==> src/rtl/cpu_pkg.sv <==
// rtl/cpu_pkg.sv - shared CPU constants and multiply FSM state type
package cpu_pkg;

    localparam int WIDTH = 32;

    localparam logic [5:0] FUNCT_MULTU = 6'd25;
    localparam logic [5:0] OP_MADDU    = 6'd28;
    localparam logic [5:0] FUNCT_MADDU = 6'd1;
    localparam logic [5:0] FUNCT_MFHI  = 6'd16;
    localparam logic [5:0] FUNCT_MFLO  = 6'd18;

    typedef enum logic {
        IDLE = 1'b0,
        RUN  = 1'b1
    } mult_state_t;

endpackage

==> src/rtl/mult_shift_add_core.sv <==
// rtl/mult_shift_add_core.sv - shift-add datapath: operand shifters, accumulator, step counter
module mult_shift_add_core #(
    parameter int WIDTH = 32,
    parameter int ITER  = WIDTH
) (
    input  logic               clk,
    input  logic               reset,
    input  logic               load,
    input  logic               step,
    input  logic [WIDTH-1:0]   src_a,
    input  logic [WIDTH-1:0]   src_b,
    output logic [2*WIDTH-1:0] product_next,
    output logic               last_iter
);

    localparam int CW = $clog2(ITER + 1);
    localparam logic [CW-1:0] LAST_COUNT = CW'(ITER - 1);

    logic [2*WIDTH-1:0] mcand;
    logic [WIDTH-1:0]   mplier;
    logic [2*WIDTH-1:0] product;
    logic [CW-1:0]      count;

    // The final step's sum is handed straight to the HI/LO write, so expose it combinationally.
    always_comb begin
        product_next = mplier[0] ? (product + mcand) : product;
        last_iter    = (count == LAST_COUNT);
    end

    always_ff @(posedge clk) begin
        if (reset) begin
            mcand   <= '0;
            mplier  <= '0;
            product <= '0;
            count   <= '0;
        end else if (load) begin
            mcand   <= {{WIDTH{1'b0}}, src_a};
            mplier  <= src_b;
            product <= '0;
            count   <= '0;
        end else if (step) begin
            product <= product_next;
            mcand   <= mcand << 1;
            mplier  <= mplier >> 1;
            count   <= count + 1'b1;
        end
    end

endmodule

==> src/rtl/seq_multu_hilo.sv <==
// rtl/seq_multu_hilo.sv - iterative unsigned MULTU/MADDU unit owning the HI/LO register pair
module seq_multu_hilo #(
    parameter int WIDTH = 32,
    parameter int ITER  = WIDTH
) (
    input  logic             clk,
    input  logic             reset,
    input  logic             start,
    input  logic             op_madd,
    input  logic [WIDTH-1:0] src_a,
    input  logic [WIDTH-1:0] src_b,
    output logic             busy,
    output logic             done,
    output logic [WIDTH-1:0] hi,
    output logic [WIDTH-1:0] lo
);

    import cpu_pkg::*;

    mult_state_t        state;
    mult_state_t        state_next;
    logic               load;
    logic               step;
    logic               last_iter;
    logic               madd_q;
    logic               finish;
    logic [2*WIDTH-1:0] product_next;
    logic [2*WIDTH-1:0] hilo_new;

    mult_shift_add_core #(
        .WIDTH (WIDTH),
        .ITER  (ITER)
    ) u_core (
        .clk          (clk),
        .reset        (reset),
        .load         (load),
        .step         (step),
        .src_a        (src_a),
        .src_b        (src_b),
        .product_next (product_next),
        .last_iter    (last_iter)
    );

    always_ff @(posedge clk) begin
        if (reset) begin
            state <= IDLE;
        end else begin
            state <= state_next;
        end
    end

    always_comb begin
        state_next = state;
        load       = 1'b0;
        step       = 1'b0;
        case (state)
            IDLE: begin
                if (start) begin
                    load       = 1'b1;
                    state_next = RUN;
                end
            end
            RUN: begin
                step = 1'b1;
                if (last_iter) begin
                    state_next = IDLE;
                end
            end
            default: state_next = IDLE;
        endcase
    end

    // MADDU carry out of the top bit is dropped by the 2*WIDTH-wide sum.
    always_comb begin
        finish   = (state == RUN) && last_iter;
        hilo_new = madd_q ? ({hi, lo} + product_next) : product_next;
        busy     = (state == RUN);
    end

    always_ff @(posedge clk) begin
        if (reset) begin
            hi     <= '0;
            lo     <= '0;
            madd_q <= 1'b0;
            done   <= 1'b0;
        end else begin
            done <= finish;
            if (load) begin
                madd_q <= op_madd;
            end
            if (finish) begin
                {hi, lo} <= hilo_new;
            end
        end
    end

endmodule

==> config.mk <==
export PLATFORM = sky130hd
export DESIGN_NAME = seq_multu_hilo
export DESIGN_NICKNAME = d
export VERILOG_FILES = /design/src/rtl/cpu_pkg.sv /design/src/rtl/mult_shift_add_core.sv /design/src/rtl/seq_multu_hilo.sv
export SDC_FILE = /design/constraint.sdc
export NUM_CORES = 1
export LEC_CHECK = 0
export CORE_AREA = 2 2 228 230
export DETAILED_ROUTE_END_ITERATION = 8
export DIE_AREA = 0 0 230 232
export HOLD_SLACK_MARGIN = 0.12
export SYNTH_ARGS = -nofsm -noshare
export SYNTH_HDL_FRONTEND = slang
export SYNTH_SLANG_ARGS = --single-unit
==> constraint.sdc <==
create_clock -name clk -period 5.6 [get_ports clk]
set_input_delay 1.68 -clock clk [delete_from_list [all_inputs] [get_ports clk]]
set_output_delay 1.68 -clock clk [all_outputs]
set_load 0.01 [all_outputs]
After elaboration in Yosys (flattened, before gate mapping)
Cells that the tools add are included.
{"block": "totals", "reg_bits": 233, "in_bits": 68}
{"block": "classes", "n_mux": 11, "n_addsub": 3, "eq_ne": 1, "n_reduce_logical": 3, "bitwise": 1}
{"cell": "64-bit adder", "n": 2}
{"cell": "32-bit two-way mux", "n": 4}
{"cell": "64-bit two-way mux", "n": 2}
{"cell": "6-bit by 1-bit adder with 6-bit output (second input constant)", "n": 1}
{"cell": "6-bit by 5-bit equality test with 1-bit output (second input constant)", "n": 1}
{"cell": "1-bit two-way mux", "n": 4}
{"cell": "1-bit case mux with 2 select lines", "n": 1}
{"cell": "2-bit nonzero test", "n": 1}
{"cell": "2-bit OR reduction", "n": 1}
{"cell": "1-bit logical AND", "n": 1}
{"cell": "1-bit inverter", "n": 1}

Longest topological paths before layout
{"block": "depth", "ltp_word": 4, "ltp_mapped": 25}

Hierarchy
From an unflattened synthesis, not the netlist that was laid out.
{"block": "unflattened", "cells_unflattened": 2191, "hier_area_um2": 17549.3}
{"module": "mult_shift_add_core", "cells_each": 1420, "area_each_um2": 11433.5, "instances": 1, "seq_area_each_um2": 3323.2}
{"module": "seq_multu_hilo", "cells_each": 771, "area_each_um2": 6115.9, "instances": 1, "seq_area_each_um2": 1341.3}

Worst setup path before layout
Ideal clock, no wire load.
{"block": "synth_path", "path_kind": "flip-flop to flip-flop", "startpoint": "register u_core.product[0]", "endpoint": "register hi[31]", "stages_incl_launch_ff": 25, "path_buffers": 1, "t_arrival_ns": 5.139, "setup_slack_ns": 0.336, "required_ns": 5.475, "cell_sequence": "dfxtp_1 -> ha_1 -> fa_1 -> a211oi_2 -> o211ai_1 -> a21oi_1 -> nor3_1 -> or2_1 -> a21oi_1 -> o21bai_1 -> xor2_1 -> mux2_2 -> ha_1 -> clkbuf_1 -> a21o_1 -> a21o_1 -> a21oi_1 -> o31a_1 -> o21ai_0 -> o21bai_2 -> and3_1 -> o32ai_2 -> mux2_2 -> a211oi_1 -> mux2i_1"}
{"block": "synth_via", "elab_chain_len": 4}
{"item": "from (decl)", "line": "mult_shift_add_core.sv:21", "text": "logic [2*WIDTH-1:0] product;"}
{"item": "from (signal assigned)", "line": "mult_shift_add_core.sv:42", "text": "product <= product_next;"}
{"item": "64-bit adder", "line": "mult_shift_add_core.sv:26", "text": "product_next = mplier[0] ? (product + mcand) : product;"}
{"item": "64-bit two-way mux", "line": "mult_shift_add_core.sv:26"}
{"item": "net product_next[34]", "line": "seq_multu_hilo.sv:27", "text": "logic [2*WIDTH-1:0] product_next;"}
{"item": "64-bit adder", "line": "seq_multu_hilo.sv:76", "text": "hilo_new = madd_q ? ({hi, lo} + product_next) : product_next;"}
{"item": "64-bit two-way mux", "line": "seq_multu_hilo.sv:76"}
{"item": "to (signal assigned)", "line": "seq_multu_hilo.sv:92", "text": "{hi, lo} <= hilo_new;"}
{"item": "to (decl)", "line": "seq_multu_hilo.sv:14", "text": "output logic [WIDTH-1:0] hi,"}
The timed path passes the listed nets, and every way through them passes these cells.
A chain may end at the register's enable or synchronous reset.

Worst setup path in the final report
{"block": "layout_path", "startpoint": "register u_core.product[5]", "endpoint": "register hi[31]"}
The elaborated chain is that of the path after synthesis.

==> results_dict.tcl <==
set metrics [dict create \
    wl_per_cell_um 18.9 \
    min_period_ns 5.36 \
    synth_fa_ha_area_share_pct 9.45 \
    grt_pass1_vias 17000 \
    worst-setup-path-type "reg -> reg" \
    drv_cap 0 \
    synth_edf_count 0 \
    ir_worst_vdd_mv 0.233 \
    met1_usage_pct 24.6 \
    synth_top_area_share_pct 26.5 \
    io_buffer_count 133 \
    slew_violations 0 \
    grt_max_degree 83 \
    muxShareOfSynthArea_pct 9.18 \
    drt_iter0_drc 1137 \
    dpl.cell_count 3086 \
    dieArea_um2 53400 \
    synth_area_um2 17600 \
    grt_use_met2_pct 39.9 \
    grt_overflow 0 \
    grt_usage_pct 21.4 \
    min_path_type "reg -> reg" \
    gp_congestion 0.919 \
    cts.htree.levels 1 \
    reg2reg_from "u_core.product[5]" \
    dr_total_vias 17500 \
    post_route_cells_drive_above_1_share_pct 13.2 \
    synth_top_family_by_area "compound AO/OA/AOI/OAI gates" \
    hold_violations 0 \
    drc 0 \
    io_pins 134 \
    ys_warn_count 0 \
    end_kind "flop" \
    clock.fmax_mhz 186 \
    grt_antenna_before_repair 0 \
    critPathArrivalTime_ns 5.83 \
    routed_wl_mm 59.6 \
    hp-start "lo[0]" \
    synth_cell_types 86 \
    synth_most_common_cell "nor2_1" \
    critPathRequiredTime_ns 6.07 \
    fp-row-count 83 \
    rr_endpoint "hi[31]" \
    vias_per_cell 5.54 \
    relSlewSlack_pct 30.7 \
    clkSinkCount 233 \
    diodes 0 \
    postCtsHoldBufs 0 \
    grt_use_met3_pct 2.25 \
    cts_root_buffer "clkbuf_16" \
    avgSynthCellArea_um2 7.65 \
    numCtsBuffers 30 \
    fin_cells 3158 \
    power_density_nw_per_um2 217 \
    tightest_slew_ns 1.04 \
    grt_most_used_layer "met2" \
    status "finished, final reports clean" \
    fin_crit_sh_pct 95.8 \
    rrSetupSlack_ns 0.24 \
    synth_xor_area_share_pct 5.66 \
    synth.largest_area_cell "dfxtp_1" \
    p_leak_nw 9.42 \
    synth.area.top_cells "dfxtp_1 26%, ha_1 9.2%, mux2i_1 8.3%" \
    ys_ff_latch 233 \
    die_h_um 232 \
    clk-insertion-delay-late_ns 0.61 \
    post-place-ws_ns -0.0711 \
    dpl.hpwl_mm 44.6 \
    startpoint_type "flop" \
    die_w_um 230 \
    start_util_pct 34.6 \
    synth_fp_nets 2503 \
    finalSetupViolations 0 \
    core_um2 50900 \
    first_pass_iters 5 \
    layout_setup_ws_ns 0.235 \
    critPathMaxFanout 5 \
    min_path_cells 2 \
    skew_ns 0.0317 \
    fin_nets 2654 \
    synthCells 2303 \
    synth-compound-area-share_pct 26.1 \
    rr_worst_depth 26 \
    cts_tree "yes" \
    worstHoldEndpoint "lo[0]" \
    ys_async_sr_fraction_pct 0 \
    synth-seq-area-share_pct 26.5 \
    ant_nets 0 \
    area_growth_pct 24.4 \
    grt_pass1_wl_mm 92.0 \
    netlist_top_cells_count "355 x nor2_1, 263 x a21oi_1, 233 x dfxtp_1, 149 x nand2_1, 146 x mux2i_1" \
    clkTransAtPathRegs_ns 0.07 \
    yosys.area_share.simple_pct 18.3 \
    setup.worst_path.start "u_core.product[5]" \
    ys.flop_type "dfxtp_1" \
    cts_buffer_depth 3 \
]
logic make-up (layout without fill, tap and decap cells):
kind of cell / Yosys count / count (layout)
AO/OA/AOI/OAI: 716 / 716
XOR/XNOR: 114 / 114
adder cells (fa/ha/maj): 132 / 132
buffers and inverters: 223 / 398
flip-flops: 233 / 233
multiplexers: 160 / 160
AND/OR/NAND/NOR: 725 / 725
flip-flops by register name (all words and copies together) (netlist names):
name and cells:
u_core.mcand 64, lo 32, u_core.product 64, done 1, madd_q 1, busy 1
u_core.mplier 32, u_core.count 6, hi 32
routing by layer:
layer | up-vias | share of wire, % | wire, um
met3 | 136 | 3.6 | 2170
met2 | 436 | 51 | 30300
met5 | - | 0 | 0
met4 | 0 | 5.1 | 3020
met1 | 8275 | 40 | 24100
li1 | 8639 | - | -
critical path, cell delays in order, from the launching register on:
cell,delay (ns)
dfxtp_1,0.33
ha_1,0.36
nand4_1,0.16
nor2_2,0.07
buf_4,0.14
a2111oi_4,0.46
nor4_4,0.09
buf_6,0.15
o21bai_4,0.15
a2111oi_4,0.09
buf_4,0.18
o311ai_4,0.25
and2_4,0.23
xnor2_1,0.11
a21o_1,0.22
ha_1,0.25
a21oi_2,0.15
o21ai_1,0.09
a21oi_1,0.15
nor2_1,0.05
o211ai_1,0.15
nand2_1,0.11
a31o_2,0.29
o32ai_4,0.29
mux2_2,0.37
a211oi_1,0.23
mux2i_1,0.10
worst max path at each step:
| stage | endpoint | slack [ns] | cells past startpoint |
|---|---|---|---|
| 2_1_floorplan | hi[31] | 0.34 | 24 |
| 3_3_place_gp | hi[31] | 0.05 | 23 |
| 3_5_place_dp | hi[31] | -0.07 | 23 |
| 4_1_cts | hi[31] | 0.01 | 23 |
| 5_1_grt | hi[27] | -0.08 | 24 |
| 6_report | hi[31] | 0.24 | 26 |
area by class of cell:
cell class	instances	area, um2
Timing Repair Buffer	273	2380
Inverter	69	259
Tap cell	680	851
Fill cell	5202	29000
Sequential cell	233	4680
Clock inverter	21	332
Clock buffer	35	821
Multi-Input combinational cell	1847	12600
layout by cell type (no fill, tap or decap), types with 12 or more instances in the layout:
cell and n:
a211oi_1 57, a21o_1 73, a21oi_1 249, a21oi_2 15, a31oi_1 28, and2_1 13
and3_1 24, buf_4 141, clkbuf_16 31, clkdlybuf4s50_1 131, dfxtp_1 227, ha_1 107
ha_4 13, inv_1 68, mux2_2 13, mux2i_1 143, nand2_1 148, nand3_1 28
nand4_1 39, nor2_1 350, nor2b_1 12, nor3_1 49, o211ai_1 23, o21a_1 17
o21ai_0 112, o21ai_1 16, o21bai_1 28, or3_1 12, xnor2_1 69, xor2_1 45
stage by stage:
stage	total power [mW]	hold slack [ns]	cell area (um2)	util [%]	setup TNS (ns)
final	4.76	0.474	21900	43.1	0
after global routing	4.96	0.499	21900	43.1	-0.289
after CTS	4.78	0.477	21300	41.9	0
after detailed placement	2.52	0.468	20200	39.6	-0.0711
after global placement	2.51	0.463	20200	39.6	0
after floorplan	2.25	0.454	17600	-	0
report_power, final:
part	switching (mW)	internal [mW]	total (mW)
clock network	0.836	1.42	2.25
logic	0.428	0.312	0.740
registers	0.0628	1.71	1.77
repair_timing:
item	CTS	global route
pin swaps	1	30
gates resized for setup	5	108
endpoints found under the setup margin	1	21
endpoints found under the hold margin	0	0
setup buffers	1	15
Power figures use the tool's default switching activity.
